`src/rtl/stopwatch_counter.sv`:
```
// rtl/stopwatch_counter.sv - 4-digit BCD up/down stopwatch counter with prescaled step
module stopwatch_counter #(
    parameter int TICK_DIV = 1000000
) (
    input  logic        clk,
    input  logic        reset,
    input  logic [1:0]  current_state,
    input  logic [15:0] timeout,
    input  logic        clear,
    output logic [15:0] count,
    output logic        done,
    output logic        overflow,
    output logic        running
);

    localparam int PW = (TICK_DIV > 1) ? $clog2(TICK_DIV) : 1;
    localparam logic [PW-1:0] PRE_MAX = PW'(TICK_DIV - 1);

    typedef enum logic [1:0] {
        UP_WAIT   = 2'b00,
        UP_RUN    = 2'b01,
        DOWN_WAIT = 2'b10,
        DOWN_RUN  = 2'b11
    } sw_state_t;

    sw_state_t       state;
    logic [PW-1:0]   prescaler;
    logic [1:0]      prev_state;
    logic            run_state;
    logic            step;
    logic [15:0]     count_next;
    logic            wrap;

    function automatic logic [15:0] bcd_inc(input logic [15:0] v);
        logic [15:0] r;
        logic [3:0]  d;
        logic        carry;
        r = v;
        carry = 1'b1;
        for (int i = 0; i < 4; i++) begin
            d = v[i*4 +: 4];
            if (carry) begin
                if (d >= 4'd9) begin
                    d = 4'd0;
                end else begin
                    d = d + 4'd1;
                    carry = 1'b0;
                end
            end
            r[i*4 +: 4] = d;
        end
        return r;
    endfunction

    function automatic logic [15:0] bcd_dec(input logic [15:0] v);
        logic [15:0] r;
        logic [3:0]  d;
        logic        borrow;
        r = v;
        borrow = 1'b1;
        for (int i = 0; i < 4; i++) begin
            d = v[i*4 +: 4];
            if (borrow) begin
                if (d == 4'd0) begin
                    d = 4'd9;
                end else begin
                    d = d - 4'd1;
                    borrow = 1'b0;
                end
            end
            r[i*4 +: 4] = d;
        end
        return r;
    endfunction

    // Non-decimal preset digits saturate at 9 so the display never shows A-F.
    function automatic logic [15:0] bcd_sanitize(input logic [15:0] v);
        logic [15:0] r;
        for (int i = 0; i < 4; i++) begin
            r[i*4 +: 4] = (v[i*4 +: 4] > 4'd9) ? 4'd9 : v[i*4 +: 4];
        end
        return r;
    endfunction

    assign state     = sw_state_t'(current_state);
    assign run_state = current_state[0];
    assign step      = run_state && (prescaler == PRE_MAX);

    always_comb begin
        count_next = count;
        wrap       = 1'b0;
        if (clear) begin
            count_next = 16'h0000;
        end else begin
            case (state)
                UP_WAIT: begin
                    if (prev_state[1]) begin
                        count_next = 16'h0000;
                    end
                end
                UP_RUN: begin
                    if (step) begin
                        count_next = bcd_inc(count);
                        wrap       = (count == 16'h9999);
                    end
                end
                DOWN_WAIT: begin
                    count_next = bcd_sanitize(timeout);
                end
                DOWN_RUN: begin
                    if (step && (count != 16'h0000)) begin
                        count_next = bcd_dec(count);
                    end
                end
                default: begin
                    count_next = count;
                end
            endcase
        end
    end

    always_ff @(posedge clk) begin
        if (reset) begin
            prescaler  <= '0;
            prev_state <= 2'b00;
            count      <= 16'h0000;
            done       <= 1'b0;
            overflow   <= 1'b0;
            running    <= 1'b0;
        end else begin
            // Leaving run discards partial progress so a resume waits a full interval.
            if (clear || !run_state || step) begin
                prescaler <= '0;
            end else begin
                prescaler <= prescaler + 1'b1;
            end
            prev_state <= current_state;
            count      <= count_next;
            done       <= (state == DOWN_RUN) && (count_next == 16'h0000);
            overflow   <= wrap;
            running    <= run_state;
        end
    end

endmodule

```
`config.mk`:
```
export PLATFORM = sky130hd
export DESIGN_NAME = stopwatch_counter
export DESIGN_NICKNAME = d
export VERILOG_FILES = /design/src/rtl/stopwatch_counter.sv
export SDC_FILE = /design/constraint.sdc
export NUM_CORES = 1
export LEC_CHECK = 0
export BUFFER_PORTS_ARGS = -buffer_cell sky130_fd_sc_hd__clkbuf_2
export CORE_MARGIN = 2
export CORE_UTILIZATION = 45
export DETAILED_ROUTE_END_ITERATION = 8
export HOLD_SLACK_MARGIN = 0.12
export SYNTH_ARGS = -nofsm -noshare
export SYNTH_HDL_FRONTEND = slang
export SYNTH_SLANG_ARGS = --single-unit
```
`constraint.sdc`:
```
create_clock -name clk -period 8.7 [get_ports clk]
set_input_delay 1.74 -clock clk [delete_from_list [all_inputs] [get_ports clk]]
set_output_delay 1.74 -clock clk [all_outputs]
set_load 0.005 [all_outputs]
```
Word-level counts from Yosys, hierarchy flattened
Index checks and enable logic that the tools add are counted.

Register bits after elaboration: 41. Output and inout port bits: 19. Logic and storage cells: 96.

Add/subtract/negate cells: 9. Magnitude comparators: 8. Eq/ne operators: 5. Multiplexer cells: 51. Bitwise gates (word level): 2. Reduce and logical (&&, ||, !) cells: 15.

Operators with widths (count): $mux W4 (18); $mux W16 (4); $pmux W16 S4 (1); $mux W1 (28); $add A20 B1 Y20 const B (1); $eq A20 B20 Y1 const B (1); $add A4 B1 Y4 const B (4); $eq A16 B16 Y1 const B (1); $ge A4 B4 Y1 const B (4); $gt A4 B4 Y1 const B (4); $logic_not A16 Y1 (1); $logic_not A4 Y1 (4); $reduce_bool A16 Y1 (1); $sub A4 B1 Y4 const B (4); $eq A2 B2 Y1 const B (2); $reduce_or A4 Y1 (1); $logic_and A1 B1 Y1 (3); $eq A2 B1 Y1 const B (1); $logic_not A2 Y1 (1); $logic_or A1 B1 Y1 (2); $not A1 Y1 (2); $reduce_or A2 Y1 (1); $logic_not A1 Y1 (1).

Logic depth before layout (Yosys ltp)
Word-level depth: 20. Mapped depth: 12. Depth with buffers taken out: 10.

Worst setup path after synthesis
OpenSTA, ideal clock, no wires.

Kind: input to register. Start: input port current_state[1]. End: register done. Arrival: 3.188 ns. Path slack: 5.395 ns. Stages on the path: 9. Path buffers: 1. Cell sequence: nand2b_1 -> clkbuf_1 -> a2111oi_0 -> a31oi_1 -> a221oi_1 -> a311oi_1 -> o2111ai_1 -> nor4_1 -> and4b_1.

Cells in the longest elaborated chain, start to end: 5. Elaborated cells on any way between the ends: 8. Those cells by class: 3 x eq/ne; 2 x mux; 3 x reduce/logical.

Ends and longest elaborated chain: start, declared (line 7) `input logic [1:0] current_state,`; $eq A2 B2 Y1, or another cell as far along (line 95, 139); $pmux W16 S4 (line 95) `case (state)`; $mux W16 (line 92) `if (clear) begin`; $logic_not A16 Y1 (line 139) `done <= (state == DOWN_RUN) && (count_next == 16'h0000);`; $logic_and A1 B1 Y1 (*) (line 139); end signal, assigned (line 139); end, declared (line 11) `output logic done,`.

Mark *: on every way between the ends. The rest lies on a longest branch, timed or not. A chain may end at the register's enable or synchronous reset.

Final worst setup path
Start: input port current_state[0]. End: register done.

Cells in the longest elaborated chain, start to end: 7. Elaborated cells on any way between the ends: 12. Those cells by class: 3 x eq/ne; 4 x mux; 5 x reduce/logical.

Ends and longest elaborated chain: $logic_and A1 B1 Y1 (line 87) `assign step = run_state && (prescaler == PRE_MAX);`; $logic_and A1 B1 Y1 (line 111) `if (step && (count != 16'h0000)) begin`; $mux W16 (line 111); $pmux W16 S4 (line 95); $mux W16 (line 92); $logic_not A16 Y1 (line 139); $logic_and A1 B1 Y1 (*) (line 139).

Marked as above.

==> flow_metrics.py <==
metrics = {
    "worst_setup_path": {
        "worstPathArrival_ns": 4.58,
        "cp-start-kind": "primary input",
        "critPathCaptureType": "flip-flop",
        "path_cells": "clkbuf_2 > nand3_1 > nor3_1 > nand2_1 > a32oi_1 > nand3_1 > nor4_1 > and4b_1",
        "worstPathMaxFanout": 26,
        "r2r_cells": 10,
        "r2r_slack_ns": 5.11,
        "required_ns": 8.95,
        "cp_common_cell": "nand3_1",
        "reg2reg_to": "done",
        "reg2reg_from": "count[0]",
        "slowest_stage": "nor3_1",
        "cpPeakStageDelay_ns": 0.75,
        "worstSetupPathType": "primary input to flip-flop",
    },
    "timing": {
        "setup_viol": 0,
        "rsz0062_at_grt": "false",
        "drv_slew": 0,
        "fin_skew_ns": 0.00443,
        "hold_slack_ns": 0.455,
        "hold_viol_final": 0,
        "period_needed_ns": 4.33,
        "fmax_ghz": 0.231,
        "period_share": 0.498,
        "finalSetupTns_ns": 0,
        "maxSlewHeadroom": 0.319,
        "tightest_slew_ns": 1.02,
    },
    "finish": {
        "areaGrowthSynthToFinish_pct": 8.78,
        "drive_above_1_share": 0.129,
        "diodes": 0,
        "fin_nets": 509,
        "final_common_cell": "nor2_1",
        "final_cell_mix": "nor2_1 (64), dfxtp_1 (40), clkbuf_2 (39), nand3_1 (27)",
    },
    "logic_synthesis": {
        "synth_edf_count": 0,
        "synthesis.area_sq_um": 3380,
        "synthArstFlopShare": 0,
        "syn_nets": 491,
        "synth_cells": 456,
        "yosysSeqAreaShare": 0.237,
        "synth_cell_types": 74,
        "synth_seq_cells": 40,
        "yosysWarnings": 0,
        "avgSynthCellArea_sq_um": 7.41,
        "synthFlopType": "dfxtp_1",
    },
    "pwr": {
        "switching_share": 0.291,
        "ir_worst_vdd_uv": 78.0,
        "p_int_w": 0.000330,
        "seq_power_share": 0.419,
        "leakage_nw": 1.35,
        "power_density_nw_per_um2": 126,
        "combPwrFrac": 0.187,
        "p_sw_w": 0.000135,
        "clock_power_share": 0.394,
    },
    "clocking": {
        "clockBufferDepth": 2,
        "clock_latency_ns": 0.30,
        "cts_made_buffers": 5,
        "postCtsSetupBuffers": 0,
        "htreeDepth": 2,
        "cts_tree": "yes",
        "clk_transition_reported_paths_ns": 0.08,
        "cts_root_buf": "clkbuf_8",
        "holdBufCountCts": 0,
        "clock-sinks": 40,
        "ctsResizeCount": 0,
    },
    "routing": {
        "routed_wirelength_microns": 11400,
        "drt_pass1_iterations": 7,
        "drt_drc_violations_left": 0,
        "ant_nets": 0,
        "avgRoutedWirePerCell_microns": 20.0,
        "vias_per_cell": 6.48,
        "vias": 3711,
        "initialDrtViolationCount": 521,
    },
    "global_routing": {
        "grtUsageTotal": 0.280,
        "grt_pass1_vias": 3465,
        "grt_pass1_wl_microns": 18500,
        "antenna_found_initial": 0,
        "grt_max_degree": 27,
        "grt_overflow": 0,
    },
    "floorplanning": {
        "io_pins": 40,
        "core_area_sq_um": 7250,
        "die_y_microns": 90.6,
        "fp.dieW_microns": 90.6,
        "dieArea_sq_um": 8220,
        "start_util": 0.466,
        "num_rows": 31,
    },
    "worst_hold_path": {
        "min-delay-start": "prescaler[0]",
        "hp-class": "flip-flop to flip-flop",
        "holdPathStages": 1,
        "min_to": "prescaler[0]",
    },
    "placed_design": {
        "hpwlAfterDp_microns": 8320,
        "port_buffers": 39,
        "gp_congestion": 0.969,
    },
    "status": {
        "status": "finished, final reports clean",
    },
    "job": {
        "cap_violations": 0,
    },
}
==> synth_stat cells (3+ instances only) <==
cell type,n,area [sq um]
a211oi_1,4,30.0
a21boi_0,4,30.0
a21oi_1,26,130
a221oi_1,4,35.0
a311oi_1,4,35.0
a31oi_1,8,50.1
and3_1,11,68.8
and4_1,4,35.0
buf_2,7,35.0
buf_6,4,45.0
clkbuf_1,14,52.6
dfxtp_1,40,801
ha_1,14,175
inv_1,25,93.8
mux2i_1,3,30.0
nand2_1,26,97.6
nand2b_1,12,75.1
nand3_1,27,135
nand4_1,12,75.1
nor2_1,64,240
nor2b_1,4,25.0
nor3_1,7,35.0
nor4_1,9,56.3
nor4b_1,5,43.8
o211ai_1,3,22.5
o21a_1,4,30.0
o21ai_0,22,110
o21ai_1,4,20.0
o31ai_1,6,45.0
or3_1,5,31.3
or3b_1,4,35.0
or3b_2,3,26.3
xnor2_1,7,61.3
xor2_1,11,96.3
==> cell type report <==
class	count	area, sq um
Tap cell	99	124
Timing Repair Buffer	39	195
Sequential cell	40	801
Fill cell	752	3580
Inverter	25	93.8
Clock buffer	5	68.8
Clock inverter	2	60.1
Multi-Input combinational cell	363	2330
==> flip-flops by register name (all words and copies together), names as in the netlist <==
| signal | flops |
|---|---|
| prescaler | 20 |
| count | 16 |
| prev_state | 2 |
| done | 1 |
| overflow | 1 |
==> worst max-delay path: cells and delay by family <==
kind | cells | cell delay [ns]
AOI/OAI and AO/OA | 1 | 0.46
buffers and inverters | 1 | 0.45
and+or+nand+nor | 6 | 1.93
==> worst max path at each step <==
stage	from	endpoint	slack [ns]
after floorplan	current_state[1]	done	5.39
after global placement	current_state[0]	done	4.01
after detailed placement	current_state[0]	done	4.19
after CTS	current_state[0]	done	4.49
after global routing	current_state[0]	done	4.17
final	current_state[0]	done	4.37
==> power groups by stage <==
stage	clock (W)	sequential, W	combinational [W]
2_1_floorplan	0	0.000195	0.0000619
3_3_place_gp	0	0.000199	0.0000850
3_5_place_dp	0	0.000199	0.0000832
4_1_cts	0.000189	0.000195	0.0000837
5_1_grt	0.000195	0.000196	0.0000934
6_report	0.000183	0.000195	0.0000867
==> logic make-up after synthesis <==
family	after synthesis	synth area share
AO/OA/AOI/OAI	111	0.217
buffers and inverters	53	0.0726
multiplexers	4	0.0122
adder cells (fa/ha/maj)	14	0.0519
XOR/XNOR	18	0.0467
AND/OR/NAND/NOR	216	0.363
flip-flops	40	0.237
==> layer usage <==
metal | track usage | vias up | wire [microns]
met5 | 0 | - | 0
met4 | 0.133 | 0 | 482
met3 | 0.0467 | 45 | 1020
met2 | 0.437 | 242 | 5120
met1 | 0.376 | 1711 | 4820
li1 | - | 1713 | -
==> metrics by stage <==
| step | cells | setup WS [ns] | utilization | area [sq um] | power (W) |
|---|---|---|---|---|---|
| after global placement | 566 | 4.01 | 0.489 | 3550 | 0.000284 |
| final | 573 | 4.37 | 0.507 | 3670 | 0.000465 |
| after global routing | 573 | 4.17 | 0.507 | 3670 | 0.000484 |
| after floorplan | 456 | 5.39 | - | 3380 | 0.000257 |
| after CTS | 573 | 4.49 | 0.507 | 3670 | 0.000468 |
| after detailed placement | 566 | 4.19 | 0.489 | 3550 | 0.000282 |
Note: power is estimated with default switching activity, not from simulation.
